`src/rtl/uart_rx_byte_pkg.sv`:
```
// ============================================================================
// Module : uart_rx_byte_pkg
// Brief  : Shared state encoding and default bit timing for the UART receiver.
// Rev    : 1.0 - initial release
// ============================================================================
`default_nettype none

package uart_rx_byte_pkg;

    // 50 MHz system clock, 115200 baud
    localparam int DEFAULT_CLKS_PER_BIT = 434;

    typedef enum logic [2:0] {
        ST_IDLE      = 3'd0,
        ST_START     = 3'd1,
        ST_DATA      = 3'd2,
        ST_STOP      = 3'd3,
        ST_WAIT_HIGH = 3'd4
    } rx_state_e;

endpackage

`default_nettype wire

```
`src/rtl/uart_rx_sync.sv`:
```
// ============================================================================
// Module : uart_rx_sync
// Brief  : Two-flop synchronizer for an idle-high serial line; resets to 1.
// Rev    : 1.0 - initial release
// ============================================================================
`default_nettype none

module uart_rx_sync (
    input  logic clk,
    input  logic rst,
    input  logic d_i,
    output logic q_o
);

    logic meta_q;
    logic sync_q;

    // Reset to the idle level so release never looks like a start bit
    always_ff @(posedge clk or posedge rst) begin
        if (rst) begin
            meta_q <= 1'b1;
            sync_q <= 1'b1;
        end else begin
            meta_q <= d_i;
            sync_q <= meta_q;
        end
    end

    assign q_o = sync_q;

endmodule

`default_nettype wire

```
`src/rtl/uart_rx_byte.sv`:
```
// ============================================================================
// Module : uart_rx_byte
// Brief  : 8N1 UART receiver, mid-bit sampling, byte and framing-error strobes.
// Rev    : 1.0 - initial release
// ============================================================================
`default_nettype none

module uart_rx_byte
    import uart_rx_byte_pkg::*;
#(
    parameter int CLKS_PER_BIT = DEFAULT_CLKS_PER_BIT,
    parameter int CNT_WIDTH    = 16
) (
    input  logic       clk,
    input  logic       rst,
    input  logic       rx_i,
    output logic [7:0] byte_o,
    output logic       byte_available_o,
    output logic       framing_error_o,
    output logic       busy_o
);

    localparam logic [CNT_WIDTH-1:0] HALF_M1 = CNT_WIDTH'(CLKS_PER_BIT / 2 - 1);
    localparam logic [CNT_WIDTH-1:0] BIT_M1  = CNT_WIDTH'(CLKS_PER_BIT - 1);
    localparam logic [CNT_WIDTH-1:0] CNT_ONE = CNT_WIDTH'(1);

    logic                 rx_s;
    rx_state_e            state_q, state_d;
    logic [CNT_WIDTH-1:0] cnt_q, cnt_d;
    logic [2:0]           bit_idx_q, bit_idx_d;
    logic [7:0]           shift_q, shift_d;
    logic [7:0]           byte_q, byte_d;
    logic                 avail_q, avail_d;
    logic                 ferr_q, ferr_d;

    uart_rx_sync u_sync (
        .clk (clk),
        .rst (rst),
        .d_i (rx_i),
        .q_o (rx_s)
    );

    always_ff @(posedge clk or posedge rst) begin
        if (rst) begin
            state_q   <= ST_IDLE;
            cnt_q     <= '0;
            bit_idx_q <= '0;
            shift_q   <= '0;
            byte_q    <= '0;
            avail_q   <= 1'b0;
            ferr_q    <= 1'b0;
        end else begin
            state_q   <= state_d;
            cnt_q     <= cnt_d;
            bit_idx_q <= bit_idx_d;
            shift_q   <= shift_d;
            byte_q    <= byte_d;
            avail_q   <= avail_d;
            ferr_q    <= ferr_d;
        end
    end

    always_comb begin
        state_d   = state_q;
        cnt_d     = cnt_q;
        bit_idx_d = bit_idx_q;
        shift_d   = shift_q;
        byte_d    = byte_q;
        avail_d   = 1'b0;
        ferr_d    = 1'b0;

        case (state_q)
            ST_IDLE: begin
                cnt_d = '0;
                if (!rx_s) begin
                    state_d = ST_START;
                end
            end

            // Re-check the start bit at its midpoint to reject line glitches
            ST_START: begin
                if (cnt_q == HALF_M1) begin
                    cnt_d = '0;
                    if (!rx_s) begin
                        state_d   = ST_DATA;
                        bit_idx_d = '0;
                    end else begin
                        state_d = ST_IDLE;
                    end
                end else begin
                    cnt_d = cnt_q + CNT_ONE;
                end
            end

            ST_DATA: begin
                if (cnt_q == BIT_M1) begin
                    cnt_d     = '0;
                    shift_d   = {rx_s, shift_q[7:1]};
                    bit_idx_d = bit_idx_q + 3'd1;
                    if (bit_idx_q == 3'd7) begin
                        state_d = ST_STOP;
                    end
                end else begin
                    cnt_d = cnt_q + CNT_ONE;
                end
            end

            ST_STOP: begin
                if (cnt_q == BIT_M1) begin
                    cnt_d = '0;
                    if (rx_s) begin
                        byte_d  = shift_q;
                        avail_d = 1'b1;
                        state_d = ST_IDLE;
                    end else begin
                        ferr_d  = 1'b1;
                        state_d = ST_WAIT_HIGH;
                    end
                end else begin
                    cnt_d = cnt_q + CNT_ONE;
                end
            end

            // A held-low break must clear before another start bit is accepted
            ST_WAIT_HIGH: begin
                if (rx_s) begin
                    state_d = ST_IDLE;
                end
            end

            default: begin
                state_d = ST_IDLE;
            end
        endcase
    end

    assign byte_o           = byte_q;
    assign byte_available_o = avail_q;
    assign framing_error_o  = ferr_q;
    assign busy_o           = (state_q != ST_IDLE);

endmodule

`default_nettype wire

```
`config.mk`:
```
export PLATFORM = sky130hd
export DESIGN_NAME = uart_rx_byte
export DESIGN_NICKNAME = d
export VERILOG_FILES = /design/src/rtl/uart_rx_byte_pkg.sv /design/src/rtl/uart_rx_sync.sv /design/src/rtl/uart_rx_byte.sv
export SDC_FILE = /design/constraint.sdc
export NUM_CORES = 1
export LEC_CHECK = 0
export ABC_AREA = 1
export BUFFER_PORTS_ARGS = -buffer_cell sky130_fd_sc_hd__buf_2
export CORE_AREA = 2 2 79 62
export CTS_CLUSTER_SIZE = 25
export DETAILED_ROUTE_END_ITERATION = 6
export DIE_AREA = 0 0 81 64
export PLACE_DENSITY = 0.69
export SLEW_MARGIN = 10
export SYNTH_ARGS = -nofsm -noshare
export SYNTH_HDL_FRONTEND = slang
export SYNTH_SLANG_ARGS = --single-unit
```
`constraint.sdc`:
```
create_clock -name clk -period 3.1 [get_ports clk]
set_clock_uncertainty 0.05 [all_clocks]
set_input_delay 0.62 -clock clk [delete_from_list [all_inputs] [get_ports clk]]
set_output_delay 0.62 -clock clk [all_outputs]
set_load 0.01 [all_outputs]
```
Word-level counts from Yosys, hierarchy flattened
Index checks and enable logic that the tools add are counted.
{"block": "word_totals", "ff_bits": 42, "in_bits": 3, "out_inout_bits": 11}
{"block": "classes", "add_sub_neg": 2, "n_eq_ne": 14, "mux": 22, "n_reduce_logical": 9}
{"op": "case mux 16 bit (3 select lines)", "n": 1}
{"op": "two-way mux 16 bit", "n": 2}
{"op": "two-way mux 3 bit", "n": 10}
{"op": "adder 16 x 1 -> 16 bit, second input constant", "n": 1}
{"op": "equality test 16 x 8 -> 1 bit, second input constant", "n": 1}
{"op": "equality test 16 x 9 -> 1 bit, second input constant", "n": 1}
{"op": "case mux 3 bit (5 select lines)", "n": 1}
{"op": "!= test 2 bit, second input constant", "n": 6}
{"op": "equality test 3 x 2 -> 1 bit, second input constant", "n": 2}
{"op": "equality test 3 bit, second input constant", "n": 2}
{"op": "two-way mux 1 bit", "n": 6}
{"op": "case mux 3 bit (2 select lines)", "n": 1}
{"op": "AND reduction 6 bit", "n": 1}
{"op": "nonzero test 3 bit", "n": 2}
{"op": "AND reduction 4 bit", "n": 1}
{"op": "adder 3 x 1 -> 3 bit, second input constant", "n": 1}
{"op": "equality test 3 x 1 -> 1 bit, second input constant", "n": 1}
{"op": "logical NOT 3 bit", "n": 1}
{"op": "AND reduction 3 bit", "n": 1}
{"op": "two-way mux 2 bit", "n": 1}
{"op": "!= test 2 x 1 -> 1 bit, second input constant", "n": 1}
{"op": "AND reduction 2 bit", "n": 1}
{"op": "nonzero test 2 bit", "n": 1}
{"op": "OR reduction 2 bit", "n": 1}

Logic depth before layout (Yosys ltp)
Gate-level depths: netlist of the first run.
{"block": "logic_depth", "word_depth": 4, "ltp_mapped": 9, "mapped_depth_nobuf": 9}

By module
Synthesis of the first run repeated with hierarchy kept, for this count alone.
{"block": "unflattened", "cells_unflattened": 278, "hier_area_um2": 2213.4}
{"module": "uart_rx_byte", "instances": 1, "cells_each": 275, "area_each_um2": 2157.1, "seq_area_each_um2": 1001.0}
{"module": "uart_rx_sync", "instances": 1, "cells_each": 3, "area_each_um2": 56.3, "seq_area_each_um2": 52.6}

Worst setup path after synthesis of the first run
OpenSTA, ideal clock, no wires.
{"block": "synth_timing", "path_type": "reg-to-output", "from": "register state_q[2]", "to": "output busy_o", "t_arrival_ns": 0.853, "slack_ns": 1.577, "path_stages_with_launch": 4, "n_path_buf": 1, "path_cell_list": "dfrtp_1 > inv_1 > clkbuf_1 > nand2_1"}
{"block": "synth_between", "elab_chain_cells": 1}
{"item": "start: declaration", "line_no": "uart_rx_byte.sv:28", "source": "rx_state_e state_q, state_d;"}
{"item": "start signal: assignment", "line_no": "uart_rx_byte.sv:53", "source": "state_q <= state_d;"}
{"item": "nonzero test 3 bit", "line_no": "uart_rx_byte.sv:140", "source": "assign busy_o = (state_q != ST_IDLE);"}
{"item": "end: declaration", "line_no": "uart_rx_byte.sv:20", "source": "output logic busy_o"}
Every way passes these cells.

Worst setup path after layout of the first run
Ends and elaborated chain as after synthesis.

==> results by group, run 1 <==
Power and ir drop
  • NetSw: slightly above 0.2 mW
  • Register share of total power: 0.553
  • Share of total power in combinational logic: 0.015
  • Clock power share: 0.432
  • Design Power: 0.997 mW
  • Internal: 0.792 mW
  • Cell Pwr Density: 402 nW/um2
  • Max IR drop VDD: 0.298 mV
  • Switching portion of total power: 0.205
  • Leak: around 1.2 nW

GRT
  • Largest net degree at the start of global routing: 24
  • Met2 Use GR: 0.261
  • First-pass GRT wire length: between 7000 and 8000 um
  • Antenna violations before repair: 0
  • Congestion Overflow GR: 0
  • Vias in the first global route: 1624
  • Global route hottest layer: met1
  • GRT Overall Usage: 0.200
  • GR Layer Usage met3: 0.0494
  • GR Util met1: 0.312

Synthesis
  • Post-Syn Area: 2270 um2
  • Register bit count reported by yosys: 42
  • Post-Syn Instances: about 280
  • Mux contribution to synthesized area: 0
  • Post-synthesis simple-gate area fraction: 0.326
  • Largest family of logic cells by synthesized area: simple AND/OR/NAND/NOR gates
  • Post-synthesis adder-cell area fraction: 0.0276
  • Synth Area in Compound Gates: 0.0801
  • Xor/xnor share of the synthesized area: 0.0271
  • Distinct cells, synth: 28
  • Net Count, Synth: between 200 and 300
  • Largest cells by area after synthesis: dfrtp_1 (44%), nand2_1 (13%), nor2_1 (5.8%)
  • Syn Area/Cell: between 8 and 9 um2
  • Synth top area share: 0.442
  • Sequential-to-total area share from yosys stat: 0.465
  • Cell taking the most area after synthesis: dfrtp_1
  • Synth warn: 0

Worst setup path
  • Reg-to-reg setup timing slack: ~1200 ps
  • Startpoint Class: flip-flop
  • CP arrival: between 1500 and 2000 ps
  • FF-to-FF path depth: 7
  • Crit path capture type: output pin
  • CP required: approximately 2400 ps
  • Crit Path Max Fanout: 12
  • FF-to-FF End: cnt_q[3]
  • WS Path Type: reg -> out
  • Reg-to-reg startpoint: state_q[2]

Timing
  • Slew HR: 0.527
  • Final Hold Violating Endpoints: 0
  • Total negative slack: 0 ps
  • Fin. max-slew vios: 0
  • Setup violators final: 0
  • Worst-margin pin slew: roughly 710 ps
  • RSZ-0062 raised after global routing: no
  • Fin crit period: between 2000 and 2500 ps
  • Max Clk Rate: approximately 0.46 GHz
  • Worst Hold Slack: 281 ps
  • Final period util: 0.705
  • Worst setup margin: 913 ps

Detailed routing
  • Routed len/inst: 12.6 um
  • DR iter-0 viols: 123
  • ANT nets after route: 0
  • Vias: ~1800
  • DR vias/cell: ~5.0
  • Drt drc: 0
  • Total routed wirelength: roughly 4500 um
  • Drt first pass iters: 4

Placed design
  • Input/output buffers: 13
  • Placed insts: 347
  • HPWL Detailed: around 3400 um
  • RD Place Congestion: between 0.9 and 1
  • Pre-CTS WS: around 1200 ps
  • Placed cell area: 2370 um2

Floorplan
  • Initial Util: 0.520
  • Core footprint: 4360 um2
  • Die height: 64 um
  • IO Pins: 14
  • Die width: between 80 and 90 um
  • FP Rows: 21
  • Die area: 5180 um2

Clocking
  • Number of H-tree levels: 2
  • PostCTS Resize Cnt: 0
  • Sinks on Clock Net: 42
  • Hold_buf cts: 0
  • Clock Latency Late Sink: approximately 300 ps
  • Clock transition at path regs: ~90 ps
  • CTS tree: done
  • Post-CTS Setup Inserts: 0
  • Max Buffers Root-to-Sink: 2
  • TritonCTS buffer count: 5
  • Clock root cell: clkbuf_8

Finish
  • Area delta synth->final: 9.39%
  • Diodes inserted: 0
  • Fin nets: about 310
  • Share of cells above drive strength 1: 0.164
  • Final core utilization: 0.568
  • Fin area: approximately 2500 um2
  • Final Non-Filler Cells: around 360

Job
  • Max-cap violations: 0

Run status
  • Status: completed

Hold path
  • Worst hold-check path type: in -> async
==> synth_stat cells, drive strengths merged <==
library cell / instances
a21oi: 1
and2: 1
dfrtp: 40
nor2: 43
inv: 33
xnor2: 2
nor3: 4
ha: 5
clkbuf: 1
o21ai: 21
nand3: 16
buf: 4
nand4: 9
dfstp: 2
xor2: 5
nand2: 87
o21bai: 2
o211ai: 4
clkinv: 1
==> cell type report <==
| cell class | instances | area, um2 |
|---|---|---|
| flip-flops and latches | 42 | 1050 |
| repair buffers | 14 | 72.6 |
| well taps | 57 | 71.3 |
| fillers | 409 | 1880 |
| multi-input cells | 200 | 1040 |
| clock buffers | 6 | 72.6 |
| inverters | 34 | 128 |
| clock inverters | 2 | 37.5 |
==> critical path, stage by stage, from the launching register on <==
cell and delay [ps]:
dfrtp_1 630, inv_1 300, nand2_1 150, buf_2 140
==> metal layers <==
metal | routed length [um] | vias up | part of all wire
met5 | 0 | - | 0
met4 | 60 | 0 | 0.013
met3 | 283 | 7 | 0.063
met2 | 1770 | 57 | 0.40
met1 | 2360 | 803 | 0.53
li1 | - | 917 | -
==> state kept, by name, summed over array words and instances, names as in the netlist <==
| register | count |
|---|---|
| bit_idx_q | 3 |
| byte_available_o | 1 |
| byte_o | 8 |
| cnt_q | 16 |
| framing_error_o | 1 |
| shift_q | 8 |
| state_q | 3 |
| u_sync.meta_q | 1 |
| u_sync.q_o | 1 |
==> worst max-delay path by stage <==
stage	startpoint	cells past startpoint	to	slack (ps)
global route	state_q[2]	3	busy_o	780
CTS	state_q[2]	3	busy_o	910
floorplan	rst	1	bit_idx_q[0]	1460
detailed placement	state_q[2]	7	cnt_q[3]	1220
global placement	state_q[2]	8	bit_idx_q[1]	1290
finish	state_q[2]	3	busy_o	910
==> power groups by stage <==
stage          logic [mW]  registers [mW]  clock network [mW]
3_5_place_dp       0.0154           0.562                   0
5_1_grt            0.0178           0.552               0.472
4_1_cts            0.0153           0.551               0.443
3_3_place_gp       0.0151           0.562                   0
2_1_floorplan     0.00941           0.562                   0
6_report           0.0145           0.551               0.431
==> kinds of logic (layout without fill, tap and decap cells) <==
group	count (synthesis)	after routing
AOI/OAI and AO/OA	28	28
xor gates and xnor gates	7	7
adders and majority gates	5	5
buffers and inverters	39	56
DFF	42	42
and+or+nand+nor	160	160
==> cell usage in the layout, fill, tap and decap left out, types with 2 or more instances in the layout <==
master	n
nand2_4	3
buf_2	13
dfstp_2	2
o21ai_1	4
nand2_2	4
nand2_1	80
dfrtp_1	40
nor3_1	4
inv_1	29
o211ai_1	4
clkinv_1	2
nor2_2	4
clkbuf_8	5
o21bai_1	2
o21ai_0	10
nand3_1	16
o21ai_2	7
nor2_4	4
ha_1	5
nor2_1	35
xnor2_1	2
inv_2	3
nand4_1	8
xor2_1	5
No activity file was read; power rests on OpenSTA's default activity.
==> run 2, diff against run 1 <==
clock period = 2.1 ns   (was 3.1 ns; I/O delays follow)
==> results by group, run 2 (synthesized netlist as in run 1, its figures left out) <==
Run status
  • Status: completed (unchanged)

Detailed routing
  • Total routed wirelength: 4310 um (was 4480 um)
  • ANT nets after route: 0 (unchanged)
  • Drt first pass iters: 4 (unchanged)
  • Drt drc: 0 (unchanged)
  • DR iter-0 viols: 121 (was 123)
  • Routed len/inst: 12.1 um (was 12.6 um)
  • Vias: 1748 (was 1784)
  • DR vias/cell: 4.90 (was 5.03)

Timing
  • Worst setup margin: 368 ps (was 913 ps)
  • Worst Hold Slack: 160 ps (was 281 ps)
  • Final period util: 0.825
  • Final Hold Violating Endpoints: 0 (unchanged)
  • Fin. max-slew vios: 0 (unchanged)
  • RSZ-0062 raised after global routing: no (unchanged)
  • Worst-margin pin slew: 516 ps (was 706 ps)
  • Slew HR: 0.656 (was 0.527)
  • Total negative slack: 0 ps (unchanged)
  • Fin crit period: around 1700 ps
  • Max Clk Rate: between 0.5 and 0.6 GHz
  • Setup violators final: 0 (unchanged)

Clocking
  • TritonCTS buffer count: 5 (unchanged)
  • Max Buffers Root-to-Sink: 2 (unchanged)
  • Number of H-tree levels: 2 (unchanged)
  • Hold_buf cts: 0 (unchanged)
  • Clock root cell: clkbuf_8 (unchanged)
  • CTS tree: done (unchanged)
  • Clock transition at path regs: 80 ps (was 90 ps)
  • PostCTS Resize Cnt: 0 (unchanged)
  • Post-CTS Setup Inserts: 0 (unchanged)
  • Sinks on Clock Net: 42 (unchanged)
  • Clock Latency Late Sink: 300 ps (about the same)

Worst setup path
  • Startpoint Class: flip-flop (unchanged)
  • Most used cell, CP: nor2_4
  • CP max stage delay: 400 ps (was 630 ps)
  • Critical Path Source: cnt_q[1] (was state_q[2])
  • CP bufs+invs: 2 (unchanged)
  • Crit Path Max Fanout: 15 (was 12)
  • Critical-path top delay cell: dfrtp_1 (unchanged)
  • Cell family with most CP delay: simple AND/OR/NAND/NOR gates (was flip-flops)
  • CP arrival: 1870 ps (was 1520 ps)
  • Reg-to-reg startpoint: cnt_q[1] (was state_q[2])
  • CP required: 2240 ps (was 2430 ps)
  • WS Path Type: reg -> reg (was reg -> out)
  • Crit-path cells: inv_1, ha_1, nand3_1, nor2_4, nand2_4, nor2_4, inv_2, nand2_1, o21ai_1 (was inv_1, nand2_1, buf_2)
  • Crit path capture type: flip-flop (was output pin)

Floorplan
  • Die width: 81 um (unchanged)
  • Core footprint: 4360 um2 (unchanged)
  • Initial Util: 0.520 (unchanged)
  • FP Rows: 21 (unchanged)
  • Die height: 64 um (unchanged)
  • IO Pins: 14 (unchanged)
  • Die area: 5180 um2 (unchanged)

Power and ir drop
  • Clock power share: 0.432 (about the same)
  • Leak: 1.19 nW (was 1.18 nW)
  • NetSw: 0.301 mW (was 0.204 mW)
  • Max IR drop VDD: 0.446 mV (was 0.298 mV)
  • Register share of total power: 0.553 (about the same)
  • Cell Pwr Density: 590 nW/um2 (was 402 nW/um2)
  • Share of total power in combinational logic: 0.014 (was 0.015)
  • Switching portion of total power: 0.205 (about the same)
  • Design Power: 1.47 mW (was 0.997 mW)
  • Internal: 1.17 mW (was 0.792 mW)

Placed design
  • Input/output buffers: 13 (unchanged)
  • Pre-CTS WS: 370 ps (was 1220 ps)
  • Placed cell area: 2380 um2 (was 2370 um2)
  • Placed insts: 349 (was 347)
  • HPWL Detailed: 3210 um (was 3370 um)
  • RD Place Congestion: 0.882 (was 0.905)

Job
  • Max-cap violations: 0 (unchanged)

GRT
  • Congestion Overflow GR: 0 (unchanged)
  • Antenna violations before repair: 0 (unchanged)
  • Vias in the first global route: 1641 (was 1624)
  • GRT Overall Usage: 0.199 (was 0.200)
  • First-pass GRT wire length: 7870 um (was 7730 um)
  • Largest net degree at the start of global routing: 43 (was 24)

Finish
  • Filler cells: 393 (was 409)
  • Fin nets: 307 (was 305)
  • Max reg flops: 16 (unchanged)
  • Commonest non-fill, non-tap cell in the layout: nand2_1 (unchanged)
  • Final core utilization: 0.572 (was 0.568)
  • Final Non-Filler Cells: 357 (was 355)
  • Diodes inserted: 0 (unchanged)
  • Fin area: 2490 um2 (was 2480 um2)
  • Commonest non-fill, non-tap cells in the layout: nand2_1 (80), dfrtp_1 (40), nor2_1 (35), inv_1 (29), nand3_1 (16) (unchanged)
  • Area delta synth->final: 10.0% (was 9.39%)
  • Register with the most flip-flops: cnt_q (unchanged)
  • Share of cells above drive strength 1: 0.170 (was 0.164)

Hold path
  • Worst hold-check path type: in -> reg (was in -> async)
  • Hold_sp: rx_i
[run 2: final cells by class]
type / count / area [um2] / share of cell area
Sequential cell: 42 / 1050 / 0.422
Tap cell: 57 / 71.3 / 0.0286
Clock buffer: 6 / 72.6 / 0.0291
Timing Repair Buffer: 16 / 87.6 / 0.0351
Clock inverter: 2 / 37.5 / 0.0151
Multi-Input combinational cell: 200 / 1040 / 0.418
Inverter: 34 / 128 / 0.0512
[run 2: routing by layer]
metal	GRT usage	vias to the layer above	routed length, um
li1	-	923	-
met1	0.317	785	2370
met2	0.259	33	1680
met3	0.0466	7	195
met4	0.0699	0	68
met5	0	-	0
[run 2: power by group through the flow]
stage | combinational (mW) | sequential (mW) | clock [mW]
after floorplan | 0.0139 | 0.829 | 0
after global placement | 0.0226 | 0.830 | 0
after detailed placement | 0.0224 | 0.830 | 0
after CTS | 0.0225 | 0.814 | 0.651
after global routing | 0.0255 | 0.814 | 0.696
final | 0.0209 | 0.814 | 0.636
[run 2: worst paths after layout]
path | end | slack, ps | cells after the start
max | shift_q[0] | 370 | 9
min | u_sync.meta_q | 160 | 1
max reg2reg | shift_q[0] | 370 | 9
min reg2reg | u_sync.q_o | 310 | 0
max in group asynchronous | u_sync.q_o | 1450 | 3
min in group asynchronous | byte_o[1] | 180 | 3
==> run 3, diff against run 2 <==
ABC_AREA = 0   (was 1)
CORE_AREA = 2 2 75 59   (was 2 2 79 62)
DIE_AREA = 0 0 77 61   (was 0 0 81 64)
PLACE_DENSITY = 0.7   (was 0.69)
clock period = 1.8 ns   (was 2.1 ns; I/O delays follow)
==> results by group, run 3 <==
Detailed routing
  • DR iter-0 viols: 121 (unchanged)
  • Vias: 1540 (was 1748)
  • Drt first pass iters: 4 (unchanged)
  • Routed len/inst: 16.5 um (was 12.1 um)
  • DR vias/cell: 5.50 (was 4.90)
  • Drt drc: 0 (unchanged)
  • Total routed wirelength: 4620 um (was 4310 um)
  • ANT nets after route: 0 (unchanged)

Timing
  • Total negative slack: -3870 ps (was 0 ps)
  • RSZ-0062 raised after global routing: yes (was no)
  • Setup violators final: 38 (was 0)
  • Worst setup margin: -195 ps (was 368 ps)
  • Fin. max-slew vios: 0 (unchanged)
  • Max Clk Rate: 0.501 GHz (was 0.577 GHz)
  • Worst-margin pin slew: 515 ps (was 516 ps)
  • Final period util: 1.11 (was 0.825)
  • Fin crit period: 1990 ps (was 1730 ps)
  • Slew HR: 0.657 (was 0.656)
  • Final Hold Violating Endpoints: 0 (unchanged)

Synthesis
  • Register bit count reported by yosys: 42 (unchanged)
  • Most frequent cell after synthesis: dfrtp_1 (was nand2_1)
  • Async S/R FF share, synth: 1.00 (unchanged)
  • Post-Syn Area: 2030 um2 (was 2270 um2)
  • Largest family of logic cells by synthesized area: simple AND/OR/NAND/NOR gates (unchanged)
  • Synth Area in Compound Gates: 0.112 (was 0.0801)
  • Syn Area/Cell: 11.4 um2 (was 8.06 um2)
  • Post-synthesis adder-cell area fraction: 0.0308 (was 0.0276)
  • Net Count, Synth: 186 (was 289)
  • Distinct cells, synth: 40 (was 28)
  • Synth warn: 0 (unchanged)
  • Post-Syn Instances: 178 (was 281)
  • Top_reg_cell synth: dfrtp_1 (unchanged)
  • Sequential-to-total area share from yosys stat: 0.518 (was 0.465)
  • Largest cells by area after synthesis: dfrtp_1 (49%), mux2_2 (9.4%), a21oi_1 (3.2%) (was dfrtp_1 (44%), nand2_1 (13%), nor2_1 (5.8%))
  • Post-synthesis simple-gate area fraction: 0.179 (was 0.326)
  • Synth top area share: 0.492 (was 0.442)
  • Post-synth EDFFs: 0 (unchanged)
  • Cell taking the most area after synthesis: dfrtp_1 (unchanged)
  • Synth cell count leaders: dfrtp_1 (40), mux2_2 (17), nand2_1 (16) (was nand2_1 (80), dfrtp_1 (40), nor2_1 (35))
  • Xor/xnor share of the synthesized area: 0.00861 (was 0.0271)
  • Mux contribution to synthesized area: 0.109 (was 0)

Power and ir drop
  • Max IR drop VDD: 0.507 mV (was 0.446 mV)
  • Design Power: 1.74 mW (was 1.47 mW)
  • Cell Pwr Density: 646 nW/um2 (was 590 nW/um2)
  • Leak: 1.31 nW (was 1.19 nW)

Worst setup path
  • Crit path capture type: flip-flop (unchanged)
  • FF-to-FF path depth: 6 (was 9)
  • CP required: 1930 ps (was 2240 ps)
  • Crit Path Max Fanout: 8 (was 15)
  • Reg-to-reg setup timing slack: -190 ps (was 370 ps)
  • Startpoint Class: flip-flop (unchanged)
  • CP arrival: 2130 ps (was 1870 ps)
  • WS Path Type: reg -> reg (unchanged)

Finish
  • Register with the most flip-flops: cnt_q (unchanged)
  • Filler cells: 295 (was 393)
  • Commonest non-fill, non-tap cell in the layout: dfrtp_1 (was nand2_1)
  • Sequential cell area: 1060 um2 (was 1050 um2)
  • Share of cells above drive strength 1: 0.449 (was 0.170)
  • Commonest non-fill, non-tap cells in the layout: dfrtp_1 (38), buf_4 (27), nand2_1 (15), buf_2 (13), mux2_2 (9) (was nand2_1 (80), dfrtp_1 (40), nor2_1 (35), inv_1 (29), nand3_1 (16))
  • Diodes inserted: 0 (unchanged)
  • Max reg flops: 16 (unchanged)
  • Area delta synth->final: 32.2% (was 10.0%)
  • Fin nets: 233 (was 307)
  • Area occupied by multi-input gates: 1070 um2 (was 1040 um2)
  • Final Non-Filler Cells: 280 (was 357)

Job
  • Max-cap violations: 0 (unchanged)

Run status
  • Status: complete, but fails checks (was completed)
  • Failing checks: setup timing

Floorplan
  • Die area: 4700 um2 (was 5180 um2)
  • Core footprint: 3950 um2 (was 4360 um2)
  • Initial Util: 0.515 (was 0.520)
  • Die width: 77 um (was 81 um)
  • FP Rows: 20 (was 21)
  • Die height: 61 um (was 64 um)
  • IO Pins: 14 (unchanged)

Placed design
  • HPWL Detailed: 2920 um (was 3210 um)
  • RD Place Congestion: 0.844 (was 0.882)
  • Placed insts: 266 (was 349)
  • Input/output buffers: 13 (unchanged)
  • Pre-CTS WS: -155 ps (was 370 ps)

Clocking
  • Sinks on Clock Net: 42 (unchanged)
  • TritonCTS buffer count: 5 (unchanged)
  • Clock root cell: clkbuf_8 (unchanged)
  • Hold_buf cts: 0 (unchanged)
  • Max Buffers Root-to-Sink: 2 (unchanged)
  • CTS tree: done (unchanged)
  • Number of H-tree levels: 2 (unchanged)
  • Clock transition at path regs: 80 ps (about the same)
  • Clock Latency Late Sink: 290 ps (was 300 ps)

GRT
  • GRT Overall Usage: 0.202 (was 0.199)
  • Congestion Overflow GR: 0 (unchanged)
  • Largest net degree at the start of global routing: 43 (unchanged)
  • First-pass GRT wire length: 7270 um (was 7870 um)
  • Vias in the first global route: 1541 (was 1641)
  • Antenna violations before repair: 0 (unchanged)

Hold path
  • Hold path depth: 1 (unchanged)
  • Worst hold-check path type: in -> reg (unchanged)
-- run 3: cell count changes after synthesis, moves of 5 or more --
cell,delta
nand4_1,-6
a22o_1,+6
xor2_1,-5
mux2_2,+17
nand2_1,-64
nand3_1,-9
inv_1,-22
a21oi_1,+12
o21ai_2,-7
nor2_1,-29
o21ai_0,-6
-- run 3: layer usage --
| metal | vias to the layer above | part of all wire | global-route usage |
|---|---|---|---|
| met3 | 6 | 0.030 | 0.0432 |
| met1 | 770 | 0.49 | 0.284 |
| met4 | 0 | 0.011 | 0.0663 |
| li1 | 738 | - | - |
| met5 | - | 0 | 0 |
| met2 | 26 | 0.47 | 0.321 |
-- run 3: worst paths after layout --
| path | start | to |
|---|---|---|
| max in group asynchronous | rst | cnt_q[13] |
| min in group asynchronous | rst | shift_q[1] |
| setup / recovery | cnt_q[11] | cnt_q[4] |
| hold reg to reg | u_sync.meta_q | u_sync.q_o |
| hold / removal | rx_i | u_sync.meta_q |
| setup reg to reg | cnt_q[11] | cnt_q[4] |
-- run 3: cell type report --
class	count	share of cell area
clock buffers	6	0.0307
clock inverters	1	0.0112
well taps	55	0.0256
flip-flops and latches	42	0.393
inverters	8	0.0112
multi-input cells	121	0.397
repair buffers	47	0.132
-- run 3: kinds of logic after synthesis --
group                    count (synthesis)
adder cells (fa/ha/maj)                  5
AO/OA/AOI/OAI                           35
buffers and inverters                   16
AND/OR/NAND/NOR                         58
XOR/XNOR                                 2
flip-flops                              42
multiplexers                            20
-- run 3: what timing repair did --
action	4_1_cts	5_1_grt
resized for setup	19	19
endpoints found under the setup margin	35	41
setup buffers	7	1
pin swaps	8	6
endpoints found under the hold margin	0	0
gates cloned	1	0
-- run 3: report_power, final --
part	total, mW	switching [mW]	leakage [nW]	internal, mW
registers	0.953	0.00570	0.563	0.947
logic	0.0231	0.0193	0.686	0.00378
clock network	0.761	0.317	0.0573	0.444
total	1.74	0.342	1.31	1.39
-- run 3: critical path, stage by stage (launching register included) --
cell	delay (ps)
dfrtp_1	420
nor4_4	380
nand4_1	220
a32o_2	360
buf_12	150
a21o_1	140
a22o_1	170
-- run 3: metrics by stage --
stage,hold WS [ps],util,instance area [um2]
4_1_cts,106,0.664,2620
3_3_place_gp,301,0.598,2370
2_1_floorplan,295,-,2070
3_5_place_dp,304,0.598,2370
5_1_grt,102,0.680,2690
6_report,111,0.680,2690
